`src/rtl/tdc_stream_tx.sv`:
```
// tdc_stream_tx: latches one TDC snapshot per laser shot and streams it
// to the histogram builder one pixel word per clock, ACQ_NUM shots/frame.
module tdc_stream_tx #(
    parameter int NP = 10,
    parameter int PIXEL_NUM = 6,
    parameter int ACQ_NUM = 2,
    parameter logic [NP-1:0] NO_HIT_CODE = {NP{1'b1}},
    localparam int PW = (PIXEL_NUM > 1) ? $clog2(PIXEL_NUM) : 1,
    localparam int AW = (ACQ_NUM > 1) ? $clog2(ACQ_NUM) : 1
) (
    input  logic                    clk,
    input  logic                    res,
    input  logic                    start,
    input  logic                    acq_strobe,
    input  logic [PIXEL_NUM-1:0]    tdc_hit,
    input  logic [PIXEL_NUM*NP-1:0] tdc_time,
    output logic                    wrEn,
    output logic [NP-1:0]           data,
    output logic [PW-1:0]           pix_idx,
    output logic [AW-1:0]           acq_idx,
    output logic                    busy,
    output logic                    frame_done,
    output logic                    overrun
);

    typedef enum logic [1:0] {
        IDLE,
        WAIT_ACQ,
        SHIFT,
        DONE
    } state_t;

    localparam logic [PW-1:0] LAST_PIX = PW'(PIXEL_NUM - 1);
    localparam logic [AW-1:0] LAST_ACQ = AW'(ACQ_NUM - 1);

    state_t              state;
    logic [PW-1:0]       pixCnt;
    logic [AW-1:0]       acqCnt;
    logic [PIXEL_NUM-1:0] shHit;
    logic [NP-1:0]       shTime [PIXEL_NUM];

    logic [NP-1:0] curTime;
    logic          curHit;
    logic [NP-1:0] word;

    // A real hit stamped with the reserved code is pulled down by one
    // so NO_HIT_CODE always means "no hit" downstream.
    always_comb begin
        curTime = shTime[pixCnt];
        curHit  = shHit[pixCnt];
        unique case (1'b1)
            curHit && (curTime == NO_HIT_CODE): word = NO_HIT_CODE - NP'(1);
            curHit && (curTime != NO_HIT_CODE): word = curTime;
            default:                            word = NO_HIT_CODE;
        endcase
    end

    always_ff @(posedge clk) begin
        if (res) begin
            state      <= IDLE;
            pixCnt     <= '0;
            acqCnt     <= '0;
            shHit      <= '0;
            for (int k = 0; k < PIXEL_NUM; k++) begin
                shTime[k] <= '0;
            end
            wrEn       <= 1'b0;
            data       <= '0;
            pix_idx    <= '0;
            acq_idx    <= '0;
            busy       <= 1'b0;
            frame_done <= 1'b0;
            overrun    <= 1'b0;
        end else begin
            wrEn       <= 1'b0;
            frame_done <= 1'b0;
            unique case (state)
                IDLE: begin
                    busy <= start;
                    if (start) begin
                        acqCnt  <= '0;
                        overrun <= 1'b0;
                        state   <= WAIT_ACQ;
                    end
                end
                WAIT_ACQ: begin
                    if (acq_strobe) begin
                        shHit  <= tdc_hit;
                        for (int k = 0; k < PIXEL_NUM; k++) begin
                            shTime[k] <= tdc_time[k*NP +: NP];
                        end
                        pixCnt <= '0;
                        state  <= SHIFT;
                    end
                end
                SHIFT: begin
                    wrEn    <= 1'b1;
                    data    <= word;
                    pix_idx <= pixCnt;
                    acq_idx <= acqCnt;
                    if (acq_strobe) begin
                        overrun <= 1'b1;
                    end
                    if (pixCnt == LAST_PIX) begin
                        pixCnt <= '0;
                        if (acqCnt == LAST_ACQ) begin
                            state <= DONE;
                        end else begin
                            acqCnt <= acqCnt + AW'(1);
                            state  <= WAIT_ACQ;
                        end
                    end else begin
                        pixCnt <= pixCnt + PW'(1);
                    end
                end
                DONE: begin
                    // busy is held through the frame_done cycle
                    frame_done <= 1'b1;
                    state      <= IDLE;
                end
            endcase
        end
    end

endmodule

```
`config.mk`:
```
export PLATFORM = sky130hd
export DESIGN_NAME = tdc_stream_tx
export DESIGN_NICKNAME = d
export VERILOG_FILES = /design/src/rtl/tdc_stream_tx.sv
export SDC_FILE = /design/constraint.sdc
export NUM_CORES = 1
export LEC_CHECK = 0
export CORE_MARGIN = 5
export CORE_UTILIZATION = 40
export DETAILED_ROUTE_END_ITERATION = 8
export PLACE_DENSITY = 0.69
export SLEW_MARGIN = 10
export SYNTH_ARGS = -nofsm -noshare
export SYNTH_HDL_FRONTEND = slang
export SYNTH_SLANG_ARGS = --single-unit
```
`constraint.sdc`:
```
create_clock -name clk -period 3 [get_ports clk]
set_input_delay 0.3 -clock clk [delete_from_list [all_inputs] [get_ports clk]]
set_output_delay 0.3 -clock clk [all_outputs]
set_load 0.03 [all_outputs]
```
Word level (Yosys, flattened, before mapping):

Memory sizes are Yosys's and may differ from the RTL's. A register that Yosys moved wholly into a read port is not among the register bits.
Cells that the tools add are included.

* register bits: 30
* bits in writable memories: 60
* input bits: 70
* output and inout bits: 18
* word-level logic and storage cells: 74
* memories kept: 1

* add/subtract/negate cells: 2
* order comparisons: 1
* equality and inequality tests: 10
* mux-type cells: 33
* bitwise logic cells: 6
* reductions and logical operators: 10

Memory list
* shTime: words 6, width 10, rd ports 1, clocked after memory_dff 1, write ports 6, line 40 `logic [NP-1:0] shTime [PIXEL_NUM];`

Operators by type and width (count)
* 2-to-1 mux 10 bit: 6
* one-hot mux 10 bit (2 select lines): 1
* 2-to-1 mux 1 bit: 13
* 2-to-1 mux 3 bit: 4
* == test 10 bit, second input constant: 1
* != test 10 bit, second input constant: 1
* AND reduction 3 bit: 3
* 2-to-1 mux 2 bit: 4
* != test 2 bit, second input constant: 4
* one-hot mux 2 bit (4 select lines): 1
* bitwise OR 1 bit: 6
* one-hot mux 3 bit (2 select lines): 1
* == test 2 bit, second input constant: 2
* < comparator 3 x 4 -> 1 bit, second input constant: 1
* one-hot mux 1 bit (2 select lines): 2
* AND reduction 2 bit: 2
* nonzero test 2 bit: 2
* adder 3 x 1 -> 3 bit, second input constant: 1
* binary-select mux 1 bit (select 3 bit): 1
* == test 3 bit, second input constant: 1
* == test 2 x 1 -> 1 bit, second input constant: 1
* logical AND 1 bit: 2
* zero test 2 bit: 1
* adder 1 bit, second input constant: 1

Depth between registers and ports, before layout:

Gate-level depths: netlist (run 1).

* word-level depth: 5
* mapped depth: 6
* mapped depth without buffers: 4

Least setup slack after synthesis (run 1):

OpenSTA, ideal clock, no wires.

* kind: flip-flop to flip-flop
* start: reg state[0]
* end: mem shTime[0][0] (enable)
* setup time: 0.428 ns
* arrival: 2.260 ns
* data required time: 2.572 ns
* setup slack: 0.312 ns
* cell stages (with the launch flop): 5
* path buffers: 2
* clock period less this slack: 2.688 ns
* cells stage by stage: dfxtp_1 clkbuf_1 nand3b_1 buf_2 nand2b_1

RTL lines
* start, declared: line 36 `state_t state;`
* start signal, assigned: line 60 `state <= IDLE;`
* start signal, assigned: line 83 `state <= WAIT_ACQ;`
* start signal, assigned: line 93 `state <= SHIFT;`
* end, declared: line 40

==> metrics.md, run 1 <==
| Metric | Value |
|---|---|
| Status | `finished, final reports clean` |
| Die Span Y | `110 um` |
| Htree depth | `3` |
| Worst R2R End | `shTime[1][1]` |
| WL/cell | `14.4 um` |
| WL final | `7750 um` |
| Nets@finish | `469` |
| Worst VDD drop | `0.000255 V` |
| Drt pass-1 iters | `4` |
| Vias in the first global route | `2498` |
| Worst skew pair latency | `0.36 ns` |
| Crit end category | `register` |
| Vias per inst | `4.67` |
| Initial DRC Count | `120` |
| Area grow syn2layout | `29.8%` |
| Starting Density | `41.1%` |
| R2R depth | `4` |
| Worst Setup Slack, final | `0.992 ns` |
| Clock root buffer | `clkbuf_8` |
| Initial antenna violation count | `0` |
| Clock network fraction of total power | `32.6%` |
| Post-Syn Area per Cell | `12.8 um^2` |
| Share of layout cells above drive strength 1 | `10.6%` |
| Ant diodes | `0` |
| Sequential fraction of design power | `56.8%` |
| Worst-path clk slew | `0.09 ns` |
| Post-layout minimum cycle time | `2.01 ns` |
| Row cnt | `36` |
| R2r startpoint | `state[0]` |
| Pwr dens | `493 nW/um^2` |
| Main combinational cell family by area after synthesis | `simple AND/OR/NAND/NOR gates` |
| Worst Clk Skew | `0.0128 ns` |
| Combinational Power Share | `10.7%` |
| Pre-CTS setup slack | `0.697 ns` |
| Unrepaired setup endpoints after global routing | `false` |
| Hold/Removal Path Class | `register to register` |
| Hold Crit Start | `acq_idx` |
| Clock buffer count from CTS | `9` |
| Max Fclk | `0.498 GHz` |
| Post-CTS setup buffer count | `0` |
| Total number of vias | `2508` |
| Kind of critical path | `register to register` |
| Worst path cell trace | `nand3b_1 > nor2_2 > buf_4 > and2_1` |
| Die width | `110 um` |
| I/O Buffers | `87` |
| Area share of fa/ha/maj cells after synthesis | `0%` |
| Largest net degree at the start of global routing | `61` |
| Internal | `1.98 mW` |
| Switching Fraction | `23.0%` |
| Antenna violation net count after detailed routing | `0` |
| Top cell family by delay on the critical path | `simple AND/OR/NAND/NOR gates` |
| CP bufs+invs | `1` |
| Synth warn | `0` |
| Commonest non-fill, non-tap cell in the layout | `clkdlybuf4s50_1` |
| First-pass GRT wire length | `12300 um` |
| Worst-path fanout max | `60` |
| Post-Synth XOR/XNOR Area | `0%` |
| Compound-Gate Fraction of Synth Area | `4.42%` |
| Final period util | `66.9%` |
| Post-synthesis cell count | `315` |
| GR Overflow Total | `0` |
| CTS tree | `done` |
| Die area | `12100 um^2` |
| DRC viols | `0` |
| WHS Path Cells | `2` |
| Sequential fraction of the synthesis area | `61.3%` |
| Crit-path max cell delay | `0.50 ns` |
| Top-level I/O count | `88` |
| Post-synthesis mux area share | `14.0%` |
| Slew @ Worst Pin | `0.643 ns` |
| Detailed placement HPWL | `5500 um` |
| Final hold violations | `0` |
| Slowest CP cell | `dfxtp_1` |
| Final setup fails | `0` |
| Cts repair resizes | `0` |
| Core area | `9770 um^2` |
| Critical Path Stages | `4` |
| Synth Register Bits | `93` |
| GRT Total Usage | `13.5%` |
| Worst Hold End | `acq_idx` |
| Synth Area in Simple Gates | `16.4%` |
| LEAKAGE | `1.91 nW` |
| Cell Area, Synth | `4020 um^2` |
| Max_cap viols | `0` |
| Routability cong. | `0.754` |
| Critical path arrival | `2.22 ns` |
| Sink Count | `93` |
| Clk buf depth | `2` |
| Slew Limit Fails | `0` |
| Slew HR | `57.1%` |
| Syn nets | `385` |
| CTS Hold Bufs | `0` |
| Setup TNS | `0 ns` |
| Register-to-register setup slack | `0.99 ns` |
| NetSw | `590 uW` |
| Type of origin of the critical path | `register` |
| Data required time at the worst endpoint | `3.21 ns` |
| Most frequent cells in the layout | `87 x clkdlybuf4s50_1, 60 x and2_1, 60 x edfxtp_1, 33 x dfxtp_1, 21 x nor2_1` |
| Synth cell types | `35` |
-- final cells by class --
type                            count  area (um^2)
Fill cell                         822         4560
Sequential cell                    93         2460
Multi-Input combinational cell    189         1410
Timing Repair Buffer               93          928
Tap cell                          133          166
Clock buffer                       10          128
Clock inverter                      6         71.3
Inverter                           13         48.8
-- kinds of logic (layout without fill, tap and decap cells) --
logic type	Yosys count	after routing
AOI/OAI and AO/OA	27	27
muxes	42	42
and+or+nand+nor	120	120
buffers and inverters	33	122
DFF	93	93
-- worst reg2reg max path, cell delays in order (launching register included) --
cell      delay, ns
dfxtp_1        0.50
nand3b_1       0.50
nor2_2         0.22
buf_4          0.40
and2_1         0.26
-- cells in the mapped netlist, drive strengths merged --
cell type | n | share of area (%)
inv | 13 | 1.2
nor2 | 23 | 2.2
mux4 | 10 | 5.6
a21oi | 12 | 1.5
edfxtp | 60 | 45
buf | 6 | 1.3
nor4 | 2 | 0.47
nor3 | 8 | 1.0
a41oi | 1 | 0.22
and2 | 60 | 9.3
o211ai | 2 | 0.37
nor2b | 3 | 0.47
clkbuf | 14 | 1.3
mux2 | 14 | 3.9
nand2 | 13 | 1.2
or3 | 1 | 0.16
nand3 | 1 | 0.12
nand2b | 5 | 0.78
dfxtp | 33 | 16
a211oi | 4 | 0.75
o21ai | 4 | 0.50
mux2i | 18 | 4.5
o31ai | 1 | 0.19
a311oi | 1 | 0.22
o22ai | 1 | 0.16
and3 | 1 | 0.16
nand4 | 1 | 0.16
nand3b | 2 | 0.37
a22oi | 1 | 0.53
-- sequential cells by signal (all words and copies together) (netlist names), named ones only --
name / flops
acq_idx: 1
busy: 1
pixCnt: 3
shHit: 6
overrun: 1
pix_idx: 3
acqCnt: 1
shTime: 60
wrEn: 1
data: 10
state: 2
frame_done: 1
-- layer usage --
layer	GRT usage (%)	vias up	part of all wire, %
met1	18.1	1141	46
li1	-	1276	-
met3	4.37	7	7.8
met2	20.8	84	46
met5	0	-	0
met4	4.49	0	0.90
-- worst max path at each step --
stage / startpoint / endpoint / slack, ns
after floorplan: state[0] / shTime[0][0] / 0.31
after global placement: acq_strobe / shTime[5][8] / 0.75
after detailed placement: acq_strobe / shTime[5][8] / 0.70
after CTS: register / data[0] / 0.94
after global routing: state[0] / shTime[1][1] / 0.81
final: state[0] / shTime[1][1] / 0.99
-- through the flow --
step | power, mW | instance area (um^2) | hold slack (ns) | util, % | instances
after global routing | 2.69 | 5210 | 0.491 | 53.3 | 537
final | 2.57 | 5210 | 0.462 | 53.3 | 537
after detailed placement | 1.77 | 5010 | 0.451 | 51.3 | 521
after CTS | 2.60 | 5210 | 0.464 | 53.3 | 537
after floorplan | 1.62 | 4020 | 0.444 | - | 315
after global placement | 1.76 | 5010 | 0.444 | 51.3 | 521
-- power groups by stage --
stage	clock, mW	sequential [mW]	combinational [mW]
6_report	0.837	1.46	0.275
5_1_grt	0.924	1.47	0.299
4_1_cts	0.859	1.46	0.279
3_5_place_dp	0	1.49	0.279
3_3_place_gp	0	1.49	0.274
2_1_floorplan	0	1.50	0.124
No activity file was read; power rests on OpenSTA's default activity.
==> inputs of run 2 (changes only) <==
- clock period: 3 -> 2 ns (I/O delays scaled with it)
==> run 2 against run 1 <==
Sequential power up 50%. Hold slack worse by 0.0047 ns. Global-route usage grew 0.11 points. Core utilization is 0.79 points higher. Non-clock buffer count is 8 higher. Wire length fell by 2.5%. Design area grew 1.5%. Critical path depth up 1. Clock skew decreased by 0.0071 ns.
==> metrics.md, run 2 (synthesis results as in run 1) <==
| Metric | Value |
|---|---|
| Initial DRC Count | `155` |
| LEAKAGE | `1.96 nW` |
| Top-level I/O count | `88` |
| NetSw | `855 uW` |
| GR Overflow Total | `0` |
| GRT Total Usage | `13.6%` |
| Critical path arrival | `2.12 ns` |
| Max reg flops | `60` |
| # fillers | `862` |
| Final setup fails | `0` |
| Status | `finished, final reports clean` |
| Data required time at the worst endpoint | `2.27 ns` |
| Final period util | `92.8%` |
| Setup TNS | `0 ns` |
| Area grow syn2layout | `31.7%` |
| Slowest CP cell | `mux4_2` |
| Combinational Power Share | `11.6%` |
| Unrepaired setup endpoints after global routing | `false` |
| Sink Count | `93` |
| Vias per inst | `4.65` |
| Commonest non-fill, non-tap cell in the layout | `clkdlybuf4s50_1` |
| Final hold violations | `0` |
| Kind of critical path | `register to register` |
| Detailed placement HPWL | `5740 um` |
| Worst Hold End | `shHit[0]` |
| Share of layout cells above drive strength 1 | `12.1%` |
| Worst R2R End | `data[0]` |
| Internal | `2.85 mW` |
| Core area | `9770 um^2` |
| Post-CTS setup buffer count | `0` |
| Ant diodes | `0` |
| Top flop regs | `shTime: 60 flops, data: 10 flops, shHit: 6 flops` |
| Antenna violation net count after detailed routing | `0` |
| Most frequent cells in the layout | `87 x clkdlybuf4s50_1, 60 x and2_1, 60 x edfxtp_1, 33 x dfxtp_1, 21 x nor2_1` |
| Starting Density | `41.1%` |
| CTS tree | `done` |
| Slew HR | `74.8%` |
| Clock buffer count from CTS | `9` |
| Largest net degree at the start of global routing | `61` |
| Largest Register | `shTime` |
| Vias in the first global route | `2635` |
| Clock root buffer | `clkbuf_8` |
| R2R depth | `5` |
| Hold/Removal Path Class | `input port to register` |
| Clock network fraction of total power | `29.4%` |
| DRC viols | `0` |
| Initial antenna violation count | `0` |
| Max_cap viols | `0` |
| Row cnt | `36` |
| Slew @ Worst Pin | `0.377 ns` |
| Worst skew pair latency | `0.35 ns` |
| Die Span Y | `110 um` |
| Clk buf depth | `2` |
| Post-layout util | `54.1%` |
| I/O Buffers | `87` |
| Htree depth | `3` |
| Worst-path clk slew | `0.09 ns` |
| Max Fclk | `0.539 GHz` |
| Die area | `12100 um^2` |
| Hold Crit Start | `tdc_hit[0]` |
| Routability cong. | `0.771` |
| Worst VDD drop | `0.000295 V` |
| Worst Clk Skew | `0.00570 ns` |
| WL/cell | `13.9 um` |
| Total number of vias | `2534` |
| Cts repair resizes | `0` |
| First-pass GRT wire length | `12600 um` |
| WL final | `7550 um` |
| Post-layout minimum cycle time | `1.86 ns` |
| Crit end category | `register` |
| Register-to-register setup slack | `0.14 ns` |
| Type of origin of the critical path | `register` |
| WHS Path Cells | `3` |
| Crit-path max cell delay | `0.48 ns` |
| Worst-path fanout max | `17` |
| Die width | `110 um` |
| CTS Hold Bufs | `0` |
| Switching Fraction | `23.1%` |
| Worst path cell trace | `buf_12 > mux2_1 > mux4_2 > and3_1 > a41oi_1` |
| Drt pass-1 iters | `4` |
| Slew Limit Fails | `0` |
| Nets@finish | `477` |
| Pwr dens | `701 nW/um^2` |
| Sequential fraction of design power | `59.0%` |
==> run 2: power by group through the flow <==
stage | registers, mW | logic (mW) | clock network [mW]
detailed placement | 2.23 | 0.434 | 0
CTS | 2.19 | 0.435 | 1.13
global placement | 2.23 | 0.428 | 0
global route | 2.20 | 0.467 | 1.22
finish | 2.19 | 0.429 | 1.09
floorplan | 2.24 | 0.188 | 0
==> run 2: per-stage QoR <==
stage,cells,hold slack (ns),instance area (um^2),total power [mW],setup slack [ns]
after detailed placement,529,0.449,5110,2.67,0.151
after global placement,529,0.445,5110,2.66,0.193
after global routing,545,0.464,5290,3.89,0.0613
after floorplan,315,0.344,4020,2.43,0.292
final,545,0.458,5290,3.71,0.145
after CTS,545,0.436,5290,3.75,0.138
==> run 2: critical path: cells and delay by family (launching register included) <==
family	cells	cell delay [ns]
AO/OA/AOI/OAI	1	0.21
buffers and inverters	1	0.18
flip-flops	1	0.38
multiplexers	2	0.82
AND/OR/NAND/NOR	1	0.19
==> run 2: area by class of cell <==
type / count / area, um^2 / share of cell area (%)
Clock buffer: 9 / 124 / 2.34
Sequential cell: 93 / 2460 / 46.6
Multi-Input combinational cell: 189 / 1410 / 26.7
Inverter: 13 / 48.8 / 0.923
Clock inverter: 7 / 50.0 / 0.946
Tap cell: 133 / 166 / 3.15
Timing Repair Buffer: 101 / 1030 / 19.4
==> run 2: worst max-delay path by stage <==
stage	startpoint	end	slack (ns)	depth (start not counted)
after floorplan	state[0]	shTime[0][0]	0.29	4
final	register	data[0]	0.14	5
after detailed placement	register	data[0]	0.15	5
after global placement	register	data[0]	0.19	5
after global routing	register	data[0]	0.06	5
after CTS	register	data[0]	0.14	5
==> run 2: per-layer routing <==
layer,share of wire (%),up-vias,GRT usage (%)
li1,-,1287,-
met1,47,1162,19.2
met2,45,78,20.2
met3,7.1,7,3.90
met4,1.0,0,4.49
met5,0,-,0
